[config.mk]
export PLATFORM = sky130hd
export DESIGN_NAME = whack_scorer
export DESIGN_NICKNAME = d
export VERILOG_FILES = /design/src/rtl/whack_pkg.sv /design/src/rtl/whack_edge_sampler.sv /design/src/rtl/whack_scorer.sv
export SDC_FILE = /design/constraint.sdc
export NUM_CORES = 1
export LEC_CHECK = 0
export BUFFER_PORTS_ARGS = -buffer_cell sky130_fd_sc_hd__buf_2
export CORE_ASPECT_RATIO = 1.1
export CORE_MARGIN = 2
export CORE_UTILIZATION = 38
export DETAILED_ROUTE_END_ITERATION = 8
export PLACE_DENSITY_LB_ADDON = 0.08
export SYNTH_ARGS = -nofsm -noshare
export SYNTH_HDL_FRONTEND = slang
export SYNTH_SLANG_ARGS = --single-unit
[constraint.sdc]
create_clock -name clk -period 20.5 [get_ports clk]
set_input_delay 2.05 -clock clk [delete_from_list [all_inputs] [get_ports clk]]
set_output_delay 2.05 -clock clk [all_outputs]
set_load 0.02 [all_outputs]
[src/rtl/whack_pkg.sv]
// Shared types and BCD/popcount helpers for the whack-a-mole scorer.
// Helpers operate on a fixed 4-digit (16-bit) BCD vector; callers pass the live digit count.
package whack_pkg;

  localparam int unsigned BCD_DIGIT_W   = 4;
  localparam logic [3:0]  BCD_MAX_DIGIT = 4'd9;
  localparam int unsigned MAX_DIGITS    = 4;
  localparam int unsigned MAX_CH        = 16;

  function automatic logic [4:0] popcount(input logic [MAX_CH-1:0] v);
    logic [4:0] c;
    c = '0;
    for (int unsigned i = 0; i < MAX_CH; i++) c = c + 5'(v[i]);
    return c;
  endfunction

  // Adds n (0..16) to the low ndig digits; bit 16 is the carry out of the top live digit.
  function automatic logic [16:0] bcd_add(input logic [15:0] d, input logic [4:0] n,
                                          input int unsigned ndig);
    logic [15:0] r;
    logic [4:0]  c;
    logic [4:0]  s;
    r = '0;
    c = n;
    for (int unsigned i = 0; i < MAX_DIGITS; i++) begin
      if (i < ndig) begin
        s = 5'(d[i*BCD_DIGIT_W +: BCD_DIGIT_W]) + c;
        if (s > 5'(BCD_MAX_DIGIT)) begin
          c = 5'(s / 5'd10);
          r[i*BCD_DIGIT_W +: BCD_DIGIT_W] = 4'(s % 5'd10);
        end else begin
          c = '0;
          r[i*BCD_DIGIT_W +: BCD_DIGIT_W] = 4'(s);
        end
      end
    end
    return {|c, r};
  endfunction

  // Subtracts n from the low ndig digits, saturating at zero instead of wrapping.
  function automatic logic [15:0] bcd_sub_sat(input logic [15:0] d, input logic [4:0] n,
                                              input int unsigned ndig);
    logic [15:0] r;
    int          b;
    int          v;
    r = '0;
    b = int'(n);
    for (int unsigned i = 0; i < MAX_DIGITS; i++) begin
      if (i < ndig) begin
        v = int'(d[i*BCD_DIGIT_W +: BCD_DIGIT_W]) - b;
        b = 0;
        if (v < 0) begin
          b = (9 - v) / 10;
          v = v + 10 * b;
        end
        r[i*BCD_DIGIT_W +: BCD_DIGIT_W] = 4'(v);
      end
    end
    if (b != 0) r = '0;
    return r;
  endfunction

endpackage

[src/rtl/whack_edge_sampler.sv]
// Down-sampling tick divider plus per-channel 3-deep switch history.
// edge_c flags a 0->1 transition between the two oldest samples; tick_d marks the cycle after a tick.
module whack_edge_sampler #(
  parameter int unsigned N_CH   = 8,
  parameter int unsigned DS_DIV = 131072,
  parameter int unsigned CNT_W  = $clog2(DS_DIV)
) (
  input  logic            clk,
  input  logic            rst,
  input  logic [N_CH-1:0] switch,
  output logic [N_CH-1:0] edge_c,
  output logic            tick_d
);

  logic [CNT_W-1:0] cnt_q, cnt_d;
  logic [N_CH-1:0]  samp2_q, samp2_d;
  logic [N_CH-1:0]  samp1_q, samp1_d;
  logic [N_CH-1:0]  samp0_q, samp0_d;
  logic             tick_d_q, tick_d_d;
  logic             tick;

  always_comb begin
    tick     = (cnt_q == CNT_W'(DS_DIV - 1));
    cnt_d    = tick ? '0 : cnt_q + CNT_W'(1);
    tick_d_d = tick;
    samp2_d  = samp2_q;
    samp1_d  = samp1_q;
    samp0_d  = samp0_q;
    if (tick) begin
      samp2_d = switch;
      samp1_d = samp2_q;
      samp0_d = samp1_q;
    end
  end

  always_ff @(posedge clk or posedge rst) begin
    if (rst) begin
      cnt_q    <= '0;
      samp2_q  <= '0;
      samp1_q  <= '0;
      samp0_q  <= '0;
      tick_d_q <= 1'b0;
    end else begin
      cnt_q    <= cnt_d;
      samp2_q  <= samp2_d;
      samp1_q  <= samp1_d;
      samp0_q  <= samp0_d;
      tick_d_q <= tick_d_d;
    end
  end

  assign edge_c = samp1_q & ~samp0_q;
  assign tick_d = tick_d_q;

endmodule

[src/rtl/whack_scorer.sv]
// Whack-a-mole scoring engine: qualifies sampled switch edges against mole LEDs into a BCD score.
// Optional miss penalty (and miss_pulse port) enabled by defining WHACK_MISS_PENALTY_EN.
module whack_scorer
  import whack_pkg::*;
#(
  parameter int unsigned N_CH     = 8,
  parameter int unsigned N_DIGITS = 2,
  parameter int unsigned DS_DIV   = 131072,
  parameter int unsigned CNT_W    = $clog2(DS_DIV)
) (
  input  logic                        clk,
  input  logic                        rst,
  input  logic                        pause,
  input  logic                        clear,
  input  logic [N_CH-1:0]             switch,
  input  logic [N_CH-1:0]             led,
  output logic [4*N_DIGITS-1:0]       score_bcd,
  output logic                        hit_pulse,
  output logic [N_CH-1:0]             hit_vec,
`ifdef WHACK_MISS_PENALTY_EN
  output logic                        miss_pulse,
`endif
  output logic                        overflow
);

  localparam int unsigned SCORE_W = BCD_DIGIT_W * N_DIGITS;

  logic [N_CH-1:0]    edge_c;
  logic               tick_d;
  logic [N_CH-1:0]    hit_q, hit_d;
  logic [SCORE_W-1:0] score_q, score_d;
  logic               hit_pulse_q, hit_pulse_d;
  logic [N_CH-1:0]    hit_vec_q, hit_vec_d;
  logic               overflow_q, overflow_d;
  logic [4:0]         n_hit;
  logic [16:0]        add_res;

  whack_edge_sampler #(
    .N_CH   (N_CH),
    .DS_DIV (DS_DIV),
    .CNT_W  (CNT_W)
  ) u_sampler (
    .clk    (clk),
    .rst    (rst),
    .switch (switch),
    .edge_c (edge_c),
    .tick_d (tick_d)
  );

`ifdef WHACK_MISS_PENALTY_EN
  logic [N_CH-1:0] miss_q, miss_d;
  logic            miss_pulse_q, miss_pulse_d;
  logic [4:0]      n_miss;

  // Net change is applied as one add or one saturating subtract so a wrap never mixes with a borrow.
  always_comb begin
    miss_d       = '0;
    if (tick_d) miss_d = edge_c & ~led & {N_CH{~pause}};
    n_hit        = popcount(16'(hit_q));
    n_miss       = popcount(16'(miss_q));
    add_res      = bcd_add(16'(score_q), 5'(n_hit - n_miss), N_DIGITS);
    score_d      = score_q;
    overflow_d   = overflow_q;
    hit_d        = '0;
    if (tick_d) hit_d = edge_c & led & {N_CH{~pause}};
    hit_pulse_d  = 1'b0;
    miss_pulse_d = 1'b0;
    hit_vec_d    = hit_q;
    if (clear) begin
      score_d    = '0;
      overflow_d = 1'b0;
      hit_vec_d  = '0;
    end else if (!pause) begin
      hit_pulse_d  = (n_hit != 5'd0);
      miss_pulse_d = (n_miss != 5'd0);
      if (n_hit >= n_miss) begin
        score_d = SCORE_W'(add_res);
        if (add_res[16]) overflow_d = 1'b1;
      end else begin
        score_d = SCORE_W'(bcd_sub_sat(16'(score_q), 5'(n_miss - n_hit), N_DIGITS));
      end
    end else begin
      hit_vec_d = '0;
    end
  end

  always_ff @(posedge clk or posedge rst) begin
    if (rst) begin
      miss_q       <= '0;
      miss_pulse_q <= 1'b0;
    end else begin
      miss_q       <= miss_d;
      miss_pulse_q <= miss_pulse_d;
    end
  end

  assign miss_pulse = miss_pulse_q;
`else
  always_comb begin
    n_hit       = popcount(16'(hit_q));
    add_res     = bcd_add(16'(score_q), n_hit, N_DIGITS);
    score_d     = score_q;
    overflow_d  = overflow_q;
    hit_d       = '0;
    if (tick_d) hit_d = edge_c & led & {N_CH{~pause}};
    hit_pulse_d = 1'b0;
    hit_vec_d   = hit_q;
    if (clear) begin
      score_d    = '0;
      overflow_d = 1'b0;
      hit_vec_d  = '0;
    end else if (!pause) begin
      hit_pulse_d = (n_hit != 5'd0);
      score_d     = SCORE_W'(add_res);
      if (add_res[16]) overflow_d = 1'b1;
    end else begin
      hit_vec_d = '0;
    end
  end
`endif

  always_ff @(posedge clk or posedge rst) begin
    if (rst) begin
      hit_q       <= '0;
      score_q     <= '0;
      hit_pulse_q <= 1'b0;
      hit_vec_q   <= '0;
      overflow_q  <= 1'b0;
    end else begin
      hit_q       <= hit_d;
      score_q     <= score_d;
      hit_pulse_q <= hit_pulse_d;
      hit_vec_q   <= hit_vec_d;
      overflow_q  <= overflow_d;
    end
  end

  assign score_bcd = score_q;
  assign hit_pulse = hit_pulse_q;
  assign hit_vec   = hit_vec_q;
  assign overflow  = overflow_q;

endmodule

==> impl_summary.log <==
INFO  metric layout.nets = between 400 and 500
INFO  metric detailedRoute.firstPassIterationCount = 4
INFO  metric reg2reg_from = hit_q[0]$_DFF_PP0_
INFO  metric gr-total-overflow = 0
INFO  metric total_die_area = just over 10000 um2
INFO  metric worstPathMaxFanout = 8
INFO  metric share_of_cells_above_drive_strength_1 = between 20 and 30%
INFO  metric num_antenna_cells = 0
INFO  metric grt_total_usage = 15.0%
INFO  metric grt_start_max_net_pins = between 60 and 70
INFO  metric critical_path.slowest_cell = sky130_fd_sc_hd__fa_1
INFO  metric min_setup_slack_post_route = about 13 ns
INFO  metric quantity_of_hold_fixing_buffers_added_after_cts = 0
INFO  metric die_h = approximately 110 um
INFO  metric crit-reg2reg-capture = score_bcd[5]$_DFFE_PP0P_
INFO  metric holdPathEnd = hit_q[7]$_DFF_PP0_
INFO  metric fmax = about 130 MHz
INFO  metric setup.reg_to_reg.worst_slack = approximately 13 ns
INFO  metric layout_overhead_on_the_synthesized_area = 15.4%
INFO  metric path_clk_slew = roughly 0.08 ns
INFO  metric crit_path_max_incr_delay = roughly 0.55 ns
INFO  metric worst_ep_required_time = 20.73 ns
INFO  metric grt_antenna_before_repair = 0
INFO  metric timing.final.max_slew_violations = 0
INFO  metric synth_top_area_share = a little under half
INFO  metric num-fill-cells = 885
INFO  metric clockBufferDepth = 2
INFO  metric yosysWarningCount = 0
INFO  metric preCtsSetupSlack = around 13 ns
INFO  metric detail_route.wirelength = between 6000 and 7000 um
INFO  metric synth_most_common_cell = sky130_fd_sc_hd__dfrtp_1
INFO  metric post_layout_total_power = 282 uW
INFO  metric detailedPlacementHpwl = 4700 um
INFO  metric p_leak = about 2 nW
INFO  metric multiInputGateArea = 1710 um2
INFO  metric holdPathStages = 1
INFO  metric peakVddDrop = ~44 uV
INFO  metric clock_sinks = 68
INFO  metric path_common_cell = sky130_fd_sc_hd__ha_1
INFO  metric crit_type = flop to flop
INFO  metric synth.net_count = about 380
INFO  metric max-cap-violations = 0
INFO  metric htree_num_levels = 3
INFO  metric synth_edf_count = 0
INFO  metric final_antenna_net_count = 0
INFO  metric clockRootBuffer = sky130_fd_sc_hd__clkbuf_8
INFO  metric max_slew.worst_pin.slew = about 0.87 ns
INFO  metric cts.repair.resized = 0
INFO  metric critical_path_arrival = roughly 8.2 ns
INFO  metric mean_area_per_synthesized_cell = 10.7 um2
INFO  metric detailedRoute.firstIterationViolations = between 90 and 100
INFO  metric fraction_of_registers_with_async_set_reset = 100%
INFO  metric post_synth_main_area_contributors = sky130_fd_sc_hd__dfrtp_1, sky130_fd_sc_hd__mux2_2, sky130_fd_sc_hd__ha_1
INFO  metric rsz_0062_raised_after_global_routing = no
INFO  metric cts_setup_buffers = 0
INFO  metric cts_buffers = 9
INFO  metric hold_path.class = flop to flop
INFO  metric cts_tree = yes
INFO  metric timing.clock.skew = between 0.009 and 0.01 ns
INFO  metric clock_insertion_delay_worst_skew = between 0.3 and 0.4 ns
INFO  metric synthFlopType = sky130_fd_sc_hd__dfrtp_1
INFO  metric timing.max_slew.rel_slack = 42.3%
INFO  metric power.sequential.fraction = between 40% and 50%
INFO  metric synth_cells = about 330
INFO  metric worst_hold_startpoint = u_sampler.samp0_q[7]$_DFFE_PP0P_
INFO  metric timing.final.crit_period = between 7 and 8 ns
INFO  metric cellInternalPower = 219 uW
INFO  metric setup_viol_count_final = 0
INFO  metric final.period_utilization = between 30 and 40%
INFO  metric outcome = finished clean
INFO  metric storage_element_area = ~1700 um2
INFO  metric layout.core_utilization = between 40% and 50%
INFO  metric sort_of_element_at_the_start_of_the_critical_path = flop
INFO  metric power.share.switching = 22.3%
INFO  metric detail_route.vias_per_cell = 5.06
INFO  metric postSynthRegisterBits = ~70
INFO  metric number_of_placed_i_o_pins = 38
INFO  metric core_area = about 9000 um2
INFO  metric synth_area = 3550 um2
INFO  metric power.density = around 70 nW/um2
INFO  metric via_count = between 2000 and 2500
INFO  metric fin_tns_setup = 0 ns
INFO  metric first_global_vias = about 2500
INFO  metric synth.cells.most_frequent = sky130_fd_sc_hd__dfrtp_1, sky130_fd_sc_hd__nor2_1, sky130_fd_sc_hd__mux2_2
INFO  metric port-buffer-count = 37
INFO  metric placementRows = 36
INFO  metric synth_top_area_cell = sky130_fd_sc_hd__dfrtp_1
INFO  metric initial_utilization = 39.6%
INFO  metric synth-seq-area-share = a little under half
INFO  metric fp.dieW = 96.1 um
INFO  metric remaining_drc_errors = 0
INFO  metric worst_r2r_path_depth = 34
INFO  metric synth_cell_types = 55
INFO  metric wire_per_inst = 13.9 um
INFO  metric hold_viol_final = 0
INFO  metric share_clk_of_total_power = 50.2%
INFO  metric switching_power = roughly 63 uW
INFO  metric setup.worst_path.end_class = flop
INFO  metric routabilityCongestion = around 0.79
INFO  metric grt_first_pass_wirelength = between 10000 and 15000 um
INFO  metric p_comb_share = roughly 2.2%
[kinds of logic (layout without fill, tap and decap cells)]
kind of cell               count (synthesis)  after routing  synth area share [%]
muxes                                     27             27                  8.47
xor gates and xnor gates                  17             17                  4.94
and+or+nand+nor                          113            113                  15.6
adders and majority gates                 24             24                  9.74
DFF                                       68             68                  48.0
AOI/OAI and AO/OA                         46             46                  9.31
buffers and inverters                     37             79                  3.95
[power by group through the flow]
| stage | clock network (mW) | logic [mW] | registers (mW) |
|---|---|---|---|
| floorplan | 0 | 0.00316 | 0.137 |
| global placement | 0 | 0.00665 | 0.137 |
| detailed placement | 0 | 0.00657 | 0.137 |
| CTS | 0.146 | 0.00662 | 0.134 |
| global route | 0.151 | 0.00730 | 0.134 |
| finish | 0.141 | 0.00616 | 0.134 |
[area by class of cell]
type | instances | area share, %
multi-input cells | 227 | 41.7
clock inverters | 7 | 3.18
well taps | 114 | 3.48
flip-flops and latches | 68 | 41.6
clock buffers | 9 | 3.03
inverters | 24 | 2.20
repair buffers | 39 | 4.89
[sequential cells by signal, indices dropped and copies added, names as in the netlist]
signal / count
hit_q: 8
u_sampler.samp1_q: 8
u_sampler.samp2_q: 8
u_sampler.cnt_q: 17
u_sampler.samp0_q: 8
hit_pulse: 1
score_bcd: 8
u_sampler.tick_d: 1
hit_vec: 8
overflow: 1
[stage by stage]
step | hold slack (ns) | cell area, um2 | instances
global route | 0.440 | 4090 | 488
detailed placement | 0.419 | 3840 | 472
floorplan | 0.404 | 3550 | 332
finish | 0.428 | 4090 | 488
CTS | 0.431 | 4090 | 488
global placement | 0.417 | 3840 | 472
[critical path: cells and delay by family, from the launching register on]
family | cells | cell delay [ns]
compound gates | 5 | 1.18
xor+xnor | 3 | 0.50
fa+ha+maj | 11 | 3.59
buf+inv | 6 | 0.49
flops | 1 | 0.33
simple gates | 9 | 1.75
[metal layers]
layer	GRT usage (%)	vias to the layer above	part of all wire [%]
li1	-	1209	-
met1	18.9	1195	45
met2	23.4	46	48
met3	3.36	17	3.9
met4	8.16	0	2.5
met5	0	-	0
[worst max path at each step]
| stage | end | startpoint | slack [ns] | cells past startpoint |
|---|---|---|---|---|
| global route | score_bcd[6]$_DFFE_PP0P_ | hit_q[0]$_DFF_PP0_ | 11.92 | 36 |
| finish | score_bcd[5]$_DFFE_PP0P_ | hit_q[0]$_DFF_PP0_ | 12.53 | 34 |
| floorplan | score_bcd[5]$_DFFE_PP0P_ | hit_q[0]$_DFF_PP0_ | 13.11 | 36 |
| global placement | score_bcd[5]$_DFFE_PP0P_ | hit_q[0]$_DFF_PP0_ | 12.75 | 34 |
| CTS | score_bcd[5]$_DFFE_PP0P_ | hit_q[0]$_DFF_PP0_ | 12.55 | 34 |
| detailed placement | score_bcd[5]$_DFFE_PP0P_ | hit_q[0]$_DFF_PP0_ | 12.60 | 34 |
[placed cells by master (no fill, tap or decap), drive strengths merged, types with 2 or more instances in the layout]
cell type / count
nand3: 11
bufinv: 3
xnor2: 7
nand4: 3
a21oi: 13
mux2: 24
clkbuf: 9
mux2i: 3
nor3: 11
o21ai: 10
nor2: 41
o211ai: 3
nand2: 19
and2: 4
buf: 39
ha: 18
a22oi: 2
and3: 4
a2111oi: 2
and4: 3
dfrtp: 68
inv: 27
or3: 2
or2: 3
xor2: 10
nand2b: 5
nor2b: 5
fa: 6
a21o: 4
No activity file was read; power rests on OpenSTA's default activity.
